$ cat src/rtl/chime_alarm_ctrl_if.sv
`default_nettype none
// ============================================================================
// chime_alarm_ctrl_if : BCD time, control strobes and buzzer/status outputs
// Rev 1.0
// ============================================================================
interface chime_alarm_ctrl_if;
  logic [3:0] h_cntH, h_cntL, m_cntH, m_cntL, s_cntH, s_cntL;
  logic       sec_tick;
  logic       chime_en;
  logic       alarm_en;
  logic       set_alarm;
  logic [7:0] set_h, set_m;
  logic       snooze_btn;
  logic       stop_btn;
  logic       alarm;
  logic       ringing;
  logic       snoozing;
  logic       set_err;

  modport master (
    output h_cntH, h_cntL, m_cntH, m_cntL, s_cntH, s_cntL, sec_tick,
           chime_en, alarm_en, set_alarm, set_h, set_m, snooze_btn, stop_btn,
    input  alarm, ringing, snoozing, set_err
  );

  modport slave (
    input  h_cntH, h_cntL, m_cntH, m_cntL, s_cntH, s_cntL, sec_tick,
           chime_en, alarm_en, set_alarm, set_h, set_m, snooze_btn, stop_btn,
    output alarm, ringing, snoozing, set_err
  );
endinterface
`default_nettype wire

$ cat src/rtl/chime_alarm_ctrl.sv
`default_nettype none
// ============================================================================
// chime_alarm_ctrl : hourly chime plus HH:MM wake alarm with snooze/stop
// Rev 1.0
// ============================================================================
module chime_alarm_ctrl #(
  parameter int TONE_LO_HALF = 32,
  parameter int TONE_HI_HALF = 16,
  parameter int PRE_BEEPS    = 8,
  parameter int RING_SECS    = 60,
  parameter int SNOOZE_MIN   = 5,
  parameter int MAX_SNOOZE   = 3
) (
  input  wire logic         clk,
  input  wire logic         rst_n,
  chime_alarm_ctrl_if.slave bus
);

  typedef enum logic [1:0] {
    IDLE   = 2'd0,
    RING   = 2'd1,
    SNOOZE = 2'd2
  } state_t;

  localparam int          LO_W       = $clog2(TONE_LO_HALF + 1);
  localparam int          HI_W       = $clog2(TONE_HI_HALF + 1);
  localparam logic [7:0]  RING_LAST  = 8'(RING_SECS - 1);
  localparam logic [11:0] SN_LAST    = 12'(SNOOZE_MIN * 60 - 1);
  localparam logic [2:0]  SNOOZE_LIM = 3'(MAX_SNOOZE);
  localparam logic [7:0]  PRE_FIRST  = 8'(59 - PRE_BEEPS);

  state_t            state_q, state_d;
  logic [LO_W-1:0]   lo_cnt_q;
  logic [HI_W-1:0]   hi_cnt_q;
  logic              tone_lo_q, tone_hi_q;
  logic [7:0]        ring_cnt_q, ring_cnt_d;
  logic [11:0]       sn_cnt_q, sn_cnt_d;
  logic [2:0]        snooze_cnt_q, snooze_cnt_d;
  logic [7:0]        tgt_h_q, tgt_m_q;
  logic              alarm_q, ringing_q, snoozing_q, set_err_q;
  logic              alarm_d, chime_d;

  logic [7:0] sec_bin, set_h_bin, set_m_bin;
  logic       set_ok, set_take, at_target, minute59;

  // Seconds and set values are compared in binary, not BCD.
  assign sec_bin   = 8'(bus.s_cntH) * 8'd10 + 8'(bus.s_cntL);
  assign set_h_bin = 8'(bus.set_h[7:4]) * 8'd10 + 8'(bus.set_h[3:0]);
  assign set_m_bin = 8'(bus.set_m[7:4]) * 8'd10 + 8'(bus.set_m[3:0]);

  assign set_ok = (bus.set_h[7:4] <= 4'd9) && (bus.set_h[3:0] <= 4'd9) &&
                  (bus.set_m[7:4] <= 4'd9) && (bus.set_m[3:0] <= 4'd9) &&
                  (set_h_bin <= 8'd23) && (set_m_bin <= 8'd59);
  assign set_take = bus.set_alarm && set_ok;

  assign at_target = ({bus.h_cntH, bus.h_cntL} == tgt_h_q) &&
                     ({bus.m_cntH, bus.m_cntL} == tgt_m_q) && (sec_bin == 8'd0);
  assign minute59  = ({bus.m_cntH, bus.m_cntL} == 8'h59);

  always_comb begin
    state_d      = state_q;
    ring_cnt_d   = ring_cnt_q;
    sn_cnt_d     = sn_cnt_q;
    snooze_cnt_d = snooze_cnt_q;
    case (state_q)
      IDLE: begin
        if (bus.sec_tick && bus.alarm_en && at_target && !set_take) begin
          state_d    = RING;
          ring_cnt_d = 8'd0;
        end
      end
      RING: begin
        if (bus.sec_tick && (ring_cnt_q == RING_LAST)) begin
          state_d = IDLE;
        end else if (bus.snooze_btn && (snooze_cnt_q < SNOOZE_LIM)) begin
          state_d      = SNOOZE;
          snooze_cnt_d = snooze_cnt_q + 3'd1;
          sn_cnt_d     = 12'd0;
        end else if (bus.sec_tick) begin
          ring_cnt_d = ring_cnt_q + 8'd1;
        end
      end
      SNOOZE: begin
        if (bus.sec_tick) begin
          if (sn_cnt_q == SN_LAST) begin
            state_d    = RING;
            ring_cnt_d = 8'd0;
          end else begin
            sn_cnt_d = sn_cnt_q + 12'd1;
          end
        end
      end
      default: state_d = IDLE;
    endcase
    // Stop, alarm disable and a fresh target all abort an active alarm event.
    if ((state_q != IDLE) && (bus.stop_btn || !bus.alarm_en || set_take)) begin
      state_d = IDLE;
    end
    if (state_d == IDLE) begin
      snooze_cnt_d = 3'd0;
    end
  end

  always_comb begin
    chime_d = 1'b0;
    if (bus.chime_en && minute59) begin
      if (sec_bin == 8'd59) begin
        chime_d = tone_hi_q;
      end else if ((sec_bin >= PRE_FIRST) && (sec_bin <= 8'd58)) begin
        chime_d = tone_lo_q;
      end
    end
    alarm_d = (state_d == RING) ? (tone_hi_q & ~bus.s_cntL[0]) : chime_d;
  end

  always_ff @(posedge clk or negedge rst_n) begin
    if (!rst_n) begin
      state_q      <= IDLE;
      lo_cnt_q     <= '0;
      hi_cnt_q     <= '0;
      tone_lo_q    <= 1'b0;
      tone_hi_q    <= 1'b0;
      ring_cnt_q   <= 8'd0;
      sn_cnt_q     <= 12'd0;
      snooze_cnt_q <= 3'd0;
      tgt_h_q      <= 8'h07;
      tgt_m_q      <= 8'h00;
      alarm_q      <= 1'b0;
      ringing_q    <= 1'b0;
      snoozing_q   <= 1'b0;
      set_err_q    <= 1'b0;
    end else begin
      if (lo_cnt_q == LO_W'(TONE_LO_HALF - 1)) begin
        lo_cnt_q  <= '0;
        tone_lo_q <= ~tone_lo_q;
      end else begin
        lo_cnt_q <= lo_cnt_q + 1'b1;
      end
      if (hi_cnt_q == HI_W'(TONE_HI_HALF - 1)) begin
        hi_cnt_q  <= '0;
        tone_hi_q <= ~tone_hi_q;
      end else begin
        hi_cnt_q <= hi_cnt_q + 1'b1;
      end
      state_q      <= state_d;
      ring_cnt_q   <= ring_cnt_d;
      sn_cnt_q     <= sn_cnt_d;
      snooze_cnt_q <= snooze_cnt_d;
      if (set_take) begin
        tgt_h_q <= bus.set_h;
        tgt_m_q <= bus.set_m;
      end
      set_err_q  <= bus.set_alarm && !set_ok;
      alarm_q    <= alarm_d;
      ringing_q  <= (state_d == RING);
      snoozing_q <= (state_d == SNOOZE);
    end
  end

  assign bus.alarm    = alarm_q;
  assign bus.ringing  = ringing_q;
  assign bus.snoozing = snoozing_q;
  assign bus.set_err  = set_err_q;

endmodule
`default_nettype wire

$ cat src/flat_wrapper.sv
// flat-port wrapper written by rule: the top's interface ports become plain ports
module chime_alarm_ctrl_flat 
#(
  parameter int TONE_LO_HALF = 32,
  parameter int TONE_HI_HALF = 16,
  parameter int PRE_BEEPS    = 8,
  parameter int RING_SECS    = 60,
  parameter int SNOOZE_MIN   = 5,
  parameter int MAX_SNOOZE   = 3
)
  (clk, rst_n, bus_h_cntH, bus_h_cntL, bus_m_cntH, bus_m_cntL, bus_s_cntH, bus_s_cntL, bus_sec_tick, bus_chime_en, bus_alarm_en, bus_set_alarm, bus_set_h, bus_set_m, bus_snooze_btn, bus_stop_btn, bus_alarm, bus_ringing, bus_snoozing, bus_set_err);
  chime_alarm_ctrl_if bus_i ();
  input  wire logic clk;
  input  wire logic rst_n;
  input wire logic [$bits(bus_i.h_cntH)-1:0] bus_h_cntH;
  input wire logic [$bits(bus_i.h_cntL)-1:0] bus_h_cntL;
  input wire logic [$bits(bus_i.m_cntH)-1:0] bus_m_cntH;
  input wire logic [$bits(bus_i.m_cntL)-1:0] bus_m_cntL;
  input wire logic [$bits(bus_i.s_cntH)-1:0] bus_s_cntH;
  input wire logic [$bits(bus_i.s_cntL)-1:0] bus_s_cntL;
  input wire logic [$bits(bus_i.sec_tick)-1:0] bus_sec_tick;
  input wire logic [$bits(bus_i.chime_en)-1:0] bus_chime_en;
  input wire logic [$bits(bus_i.alarm_en)-1:0] bus_alarm_en;
  input wire logic [$bits(bus_i.set_alarm)-1:0] bus_set_alarm;
  input wire logic [$bits(bus_i.set_h)-1:0] bus_set_h;
  input wire logic [$bits(bus_i.set_m)-1:0] bus_set_m;
  input wire logic [$bits(bus_i.snooze_btn)-1:0] bus_snooze_btn;
  input wire logic [$bits(bus_i.stop_btn)-1:0] bus_stop_btn;
  output wire logic [$bits(bus_i.alarm)-1:0] bus_alarm;
  output wire logic [$bits(bus_i.ringing)-1:0] bus_ringing;
  output wire logic [$bits(bus_i.snoozing)-1:0] bus_snoozing;
  output wire logic [$bits(bus_i.set_err)-1:0] bus_set_err;
  assign bus_i.h_cntH = bus_h_cntH;
  assign bus_i.h_cntL = bus_h_cntL;
  assign bus_i.m_cntH = bus_m_cntH;
  assign bus_i.m_cntL = bus_m_cntL;
  assign bus_i.s_cntH = bus_s_cntH;
  assign bus_i.s_cntL = bus_s_cntL;
  assign bus_i.sec_tick = bus_sec_tick;
  assign bus_i.chime_en = bus_chime_en;
  assign bus_i.alarm_en = bus_alarm_en;
  assign bus_i.set_alarm = bus_set_alarm;
  assign bus_i.set_h = bus_set_h;
  assign bus_i.set_m = bus_set_m;
  assign bus_i.snooze_btn = bus_snooze_btn;
  assign bus_i.stop_btn = bus_stop_btn;
  assign bus_alarm = bus_i.alarm;
  assign bus_ringing = bus_i.ringing;
  assign bus_snoozing = bus_i.snoozing;
  assign bus_set_err = bus_i.set_err;
  chime_alarm_ctrl #(.TONE_LO_HALF(TONE_LO_HALF), .TONE_HI_HALF(TONE_HI_HALF), .PRE_BEEPS(PRE_BEEPS), .RING_SECS(RING_SECS), .SNOOZE_MIN(SNOOZE_MIN), .MAX_SNOOZE(MAX_SNOOZE)) u_core (.clk(clk), .rst_n(rst_n), .bus(bus_i));
endmodule
$ cat config.mk
export PLATFORM = sky130hd
export DESIGN_NAME = chime_alarm_ctrl_flat
export DESIGN_NICKNAME = d
export VERILOG_FILES = /design/src/rtl/chime_alarm_ctrl_if.sv /design/src/rtl/chime_alarm_ctrl.sv /design/src/flat_wrapper.sv
export SDC_FILE = /design/constraint.sdc
export NUM_CORES = 1
export LEC_CHECK = 0
export BUFFER_PORTS_ARGS = -buffer_cell sky130_fd_sc_hd__buf_2
export CAP_MARGIN = 20
export CORE_MARGIN = 2
export CORE_UTILIZATION = 60
export CTS_BUF_LIST = sky130_fd_sc_hd__clkbuf_8
export CTS_CLUSTER_DIAMETER = 30
export DETAILED_ROUTE_END_ITERATION = 10
export PLACE_DENSITY = 0.94
export SYNTH_ARGS = -nofsm -noshare
export SYNTH_HDL_FRONTEND = slang
export SYNTH_SLANG_ARGS = --single-unit
$ cat constraint.sdc
create_clock -name clk -period 3.25 [get_ports clk]
set_input_delay 0 -clock clk [delete_from_list [all_inputs] [get_ports clk]]
set_output_delay 0 -clock clk [all_outputs]
set_load 0.005 [all_outputs]
==> flow_summary_export.csv <==
group,metric,value,unit
yosys,yosysMostFrequentCell,"nand2_1",
global_routing,grt_pass1_wl,15600,um
timing,clock-skew-final,6.82,ps
cts,clk_pin_slew,60,ps
routing,drtAntennaViolNets,0,
routing,avgRoutedWirePerCell,16.7,um
cts,cts_tree,"built",
floorplanning,fp.dieH,83.2,um
status,status,"finished clean",
setup_path,worst-setup-path-type,"in -> reg",
finish,n_fill_cell,367,
routing,num_vias,3388,
yosys,syn_nets,478,
global_routing,first_global_vias,3364,
timing,setup_violations,0,
floorplanning,die_w,83.2,um
cts,cts-buffers-inserted,9,
finish,synthToLayoutAreaGrowth,20.3,%
finish,num_antenna_cells,0,
routing,drcViolationCount,0,
floorplanning,ios,52,
cts,cts.sinks,58,
finish,multi_input_area,2250,um2
yosys,yosys.area.top_type,"dfrtp_1",
cts,clk_latency,340,ps
finish,postLayoutCoreUtil,75.6,%
placed_design,gp_congestion,0.913,
yosys,synthArstFlopShare,100,%
hold_path,worst_hold_path_type,"in -> reg",
yosys,ys_ff_latch,58,
pwr,powerDensity,397,nW/um2
yosys,synth.cell_area,3760,um2
finish,seqCellArea,1460,um2
pwr,combPwrFrac,20.7,%
timing,post-route-period-util,98.0,%
setup_path,slowest_stage,"fa_1",
global_routing,grt_antenna_before_repair,0,
yosys,synth-edff-count,0,
timing,maxSlewViolCount,0,
setup_path,cp_data_arrival_time,3390,ps
timing,slew_headroom,55.5,%
global_routing,grt_max_degree,42,
run,max_cap_viol_count,0,
setup_path,critPathTopFamily,"adder cells",
setup_path,path_buf_inv,3,
global_routing,globalRouteTotalUtil,27.8,%
timing,worstMarginPinSlew,663,ps
global_routing,grt_overflow_total,0,
cts,clockBufferDepth,2,
timing,max_freq,314,MHz
yosys,yosys_warnings,0,
setup_path,start_kind,"primary input",
cts,cts_root_buf,"clkbuf_8",
setup_path,path_cells,"dlygate4sd3_1 > buf_2 > ha_2 > ha_2 > fa_1 > a21bo_1 > or4b_4 > a22oi_2 > a2111oi_2 > a31oi_1 > buf_4 > xor2_1 > nor2_1",
floorplanning,dieArea,6920,um2
yosys,synth_ff_type,"dfrtp_1",
setup_path,worstPathMaxFanout,4,
yosys,synth.distinct_cells,58,
pwr,seq_power_share,45.5,%
yosys,synth_top_area_share,36.6,%
yosys,synth.top_cells.by_count,"nand2_1, dfrtp_1, nor2_1",
placed_design,port_buffers,51,
pwr,p_int,1.28,mW
timing,layout_min_cycle_time,3180,ps
setup_path,cp_data_required_time,3450,ps
cts,cts.htree.levels,3,
floorplanning,start_util,62.8,%
pwr,swShare,28.7,%
setup_path,crit_path_end_kind,"flop",
finish,layoutNonFillerInstCount,558,
setup_path,cpMostUsedCell,"ha_2",
routing,firstDrtPassIters,5,
floorplanning,coreArea,5990,um2
timing,hold-worst-slack,10.2,ps
floorplanning,rows,28,
pwr,p_switching,0.516,mW
pwr,max-vdd-ir-drop,0.000259,V
pwr,pwr-share-clk,33.8,%
finish,final_layout_size_suffix_gt1_share,20.1,%
routing,viasPerCell,6.07,
pwr,p_leak,2.21,nW
timing,final-hold-violation-count,0,
finish,fin_nets,558,
pwr,power,1.80,mW
yosys,synth_area_leaders,"dfrtp_1, ha_1, nand2_1",
setup_path,critPathMaxStageDelay,550,ps
placed_design,dp_cells,524,
yosys,ys_seq_area_share,38.7,%
routing,wirelength,9340,um
routing,drt_iter0_markers,229,
placed_design,hpwl,6640,um
yosys,synth_cells,398,
yosys,syn_area_per_cell,9.45,um2
## tightest hold or removal path, cell delays in order
cell and delay (ps):
buf_2 140, nand2_1 100, nand2_1 70
## cells in the final DEF (no fill, tap or decap), drive strengths merged, types with 4 or more instances in the layout
master	Yosys	final
nand2	66	66
buf	2	61
dfrtp	55	55
nor2	31	31
ha	26	26
xnor2	22	22
nand3	22	22
xor2	17	17
inv	14	16
dlygate4sd3	0	15
o21ai	13	13
clkbuf	6	12
a21oi	11	11
and3	10	10
nand4	9	9
a21o	8	8
nor2b	6	6
fa	6	6
mux2	5	5
a31oi	4	4
## final cells by class
class                   instances  share of cell area, %
repair buffers                 77                   10.9
clock buffers                  12                   3.65
well taps                      75                   2.07
clock inverters                 4                  0.387
flip-flops and latches         58                   32.1
inverters                      14                   1.16
multi-input cells             318                   49.6
## flip-flops by register name, indices dropped and copies added (netlist names)
register,flops
u_core.snooze_cnt_q,3
u_core.tone_hi_q,1
u_core.hi_cnt_q,5
u_core.tone_lo_q,1
u_core.tgt_h_q,8
u_core.bus.snoozing,1
u_core.state_q,2
u_core.bus.alarm,1
u_core.sn_cnt_q,12
u_core.bus.set_err,1
u_core.bus.ringing,1
u_core.tgt_m_q,8
u_core.lo_cnt_q,6
u_core.ring_cnt_q,8
## metal layers
layer  wire length [um]  part of all wire [%]  global-route usage, %  vias to the layer above
li1                   -                     -                      -                     1573
met1               3730                    40                   33.3                     1618
met2               4740                    51                   49.0                      154
met3                511                   5.5                   5.67                       43
met4                364                   3.9                   10.6                        0
met5                  0                     0                      0                        -
## kinds of logic (layout without fill, tap and decap cells)
family	after synthesis	in the layout	synth area share, %
AND/OR/NAND/NOR	174	174	22.8
buffers and inverters	22	107	2.43
AO/OA/AOI/OAI	65	65	12.4
multiplexers	8	8	2.49
XOR/XNOR	39	39	9.28
adder cells (fa/ha/maj)	32	32	11.8
flip-flops	58	58	38.7
## repair_timing
item                       CTS  global route
setup buffers                0             3
hold buffers                16             0
gates resized for setup      0            12
hold endpoints to repair    32             0
setup endpoints to repair    0            28
## metrics by stage
| step | setup WS, ps | TNS, ps | area (um2) |
|---|---|---|---|
| 4_1_cts | 7.91 | 0 | 4480 |
| 3_3_place_gp | 70.9 | 0 | 4130 |
| 3_5_place_dp | -106 | -269 | 4130 |
| 2_1_floorplan | 303 | 0 | 3760 |
| 6_report | 66.6 | 0 | 4530 |
| 5_1_grt | -54.9 | -104 | 4530 |
## path summary, 6_finish.rpt
path	slack, ps	cells past startpoint	to	startpoint
worst max-delay path	70	13	u_core.ring_cnt_q[2]	bus_set_h[4]
worst max register to register	430	9	u_core.ring_cnt_q[5]	u_core.sn_cnt_q[0]
worst min-delay path	10	3	u_core.tgt_h_q[5]	bus_set_h[5]
min in group asynchronous	120	2	u_core.sn_cnt_q[11]	rst_n
max in group asynchronous	2270	3	u_core.tgt_h_q[0]	rst_n
worst min register to register	470	2	u_core.tgt_h_q[1]	u_core.tgt_h_q[1]
## power by group through the flow
stage / combinational (mW) / clock [mW] / sequential (mW)
after floorplan: 0.221 / 0 / 0.820
after global placement: 0.320 / 0 / 0.827
after detailed placement: 0.340 / 0 / 0.829
after CTS: 0.359 / 0.613 / 0.817
after global routing: 0.415 / 0.649 / 0.824
final: 0.372 / 0.608 / 0.819
(Power assumes the default switching activity.)
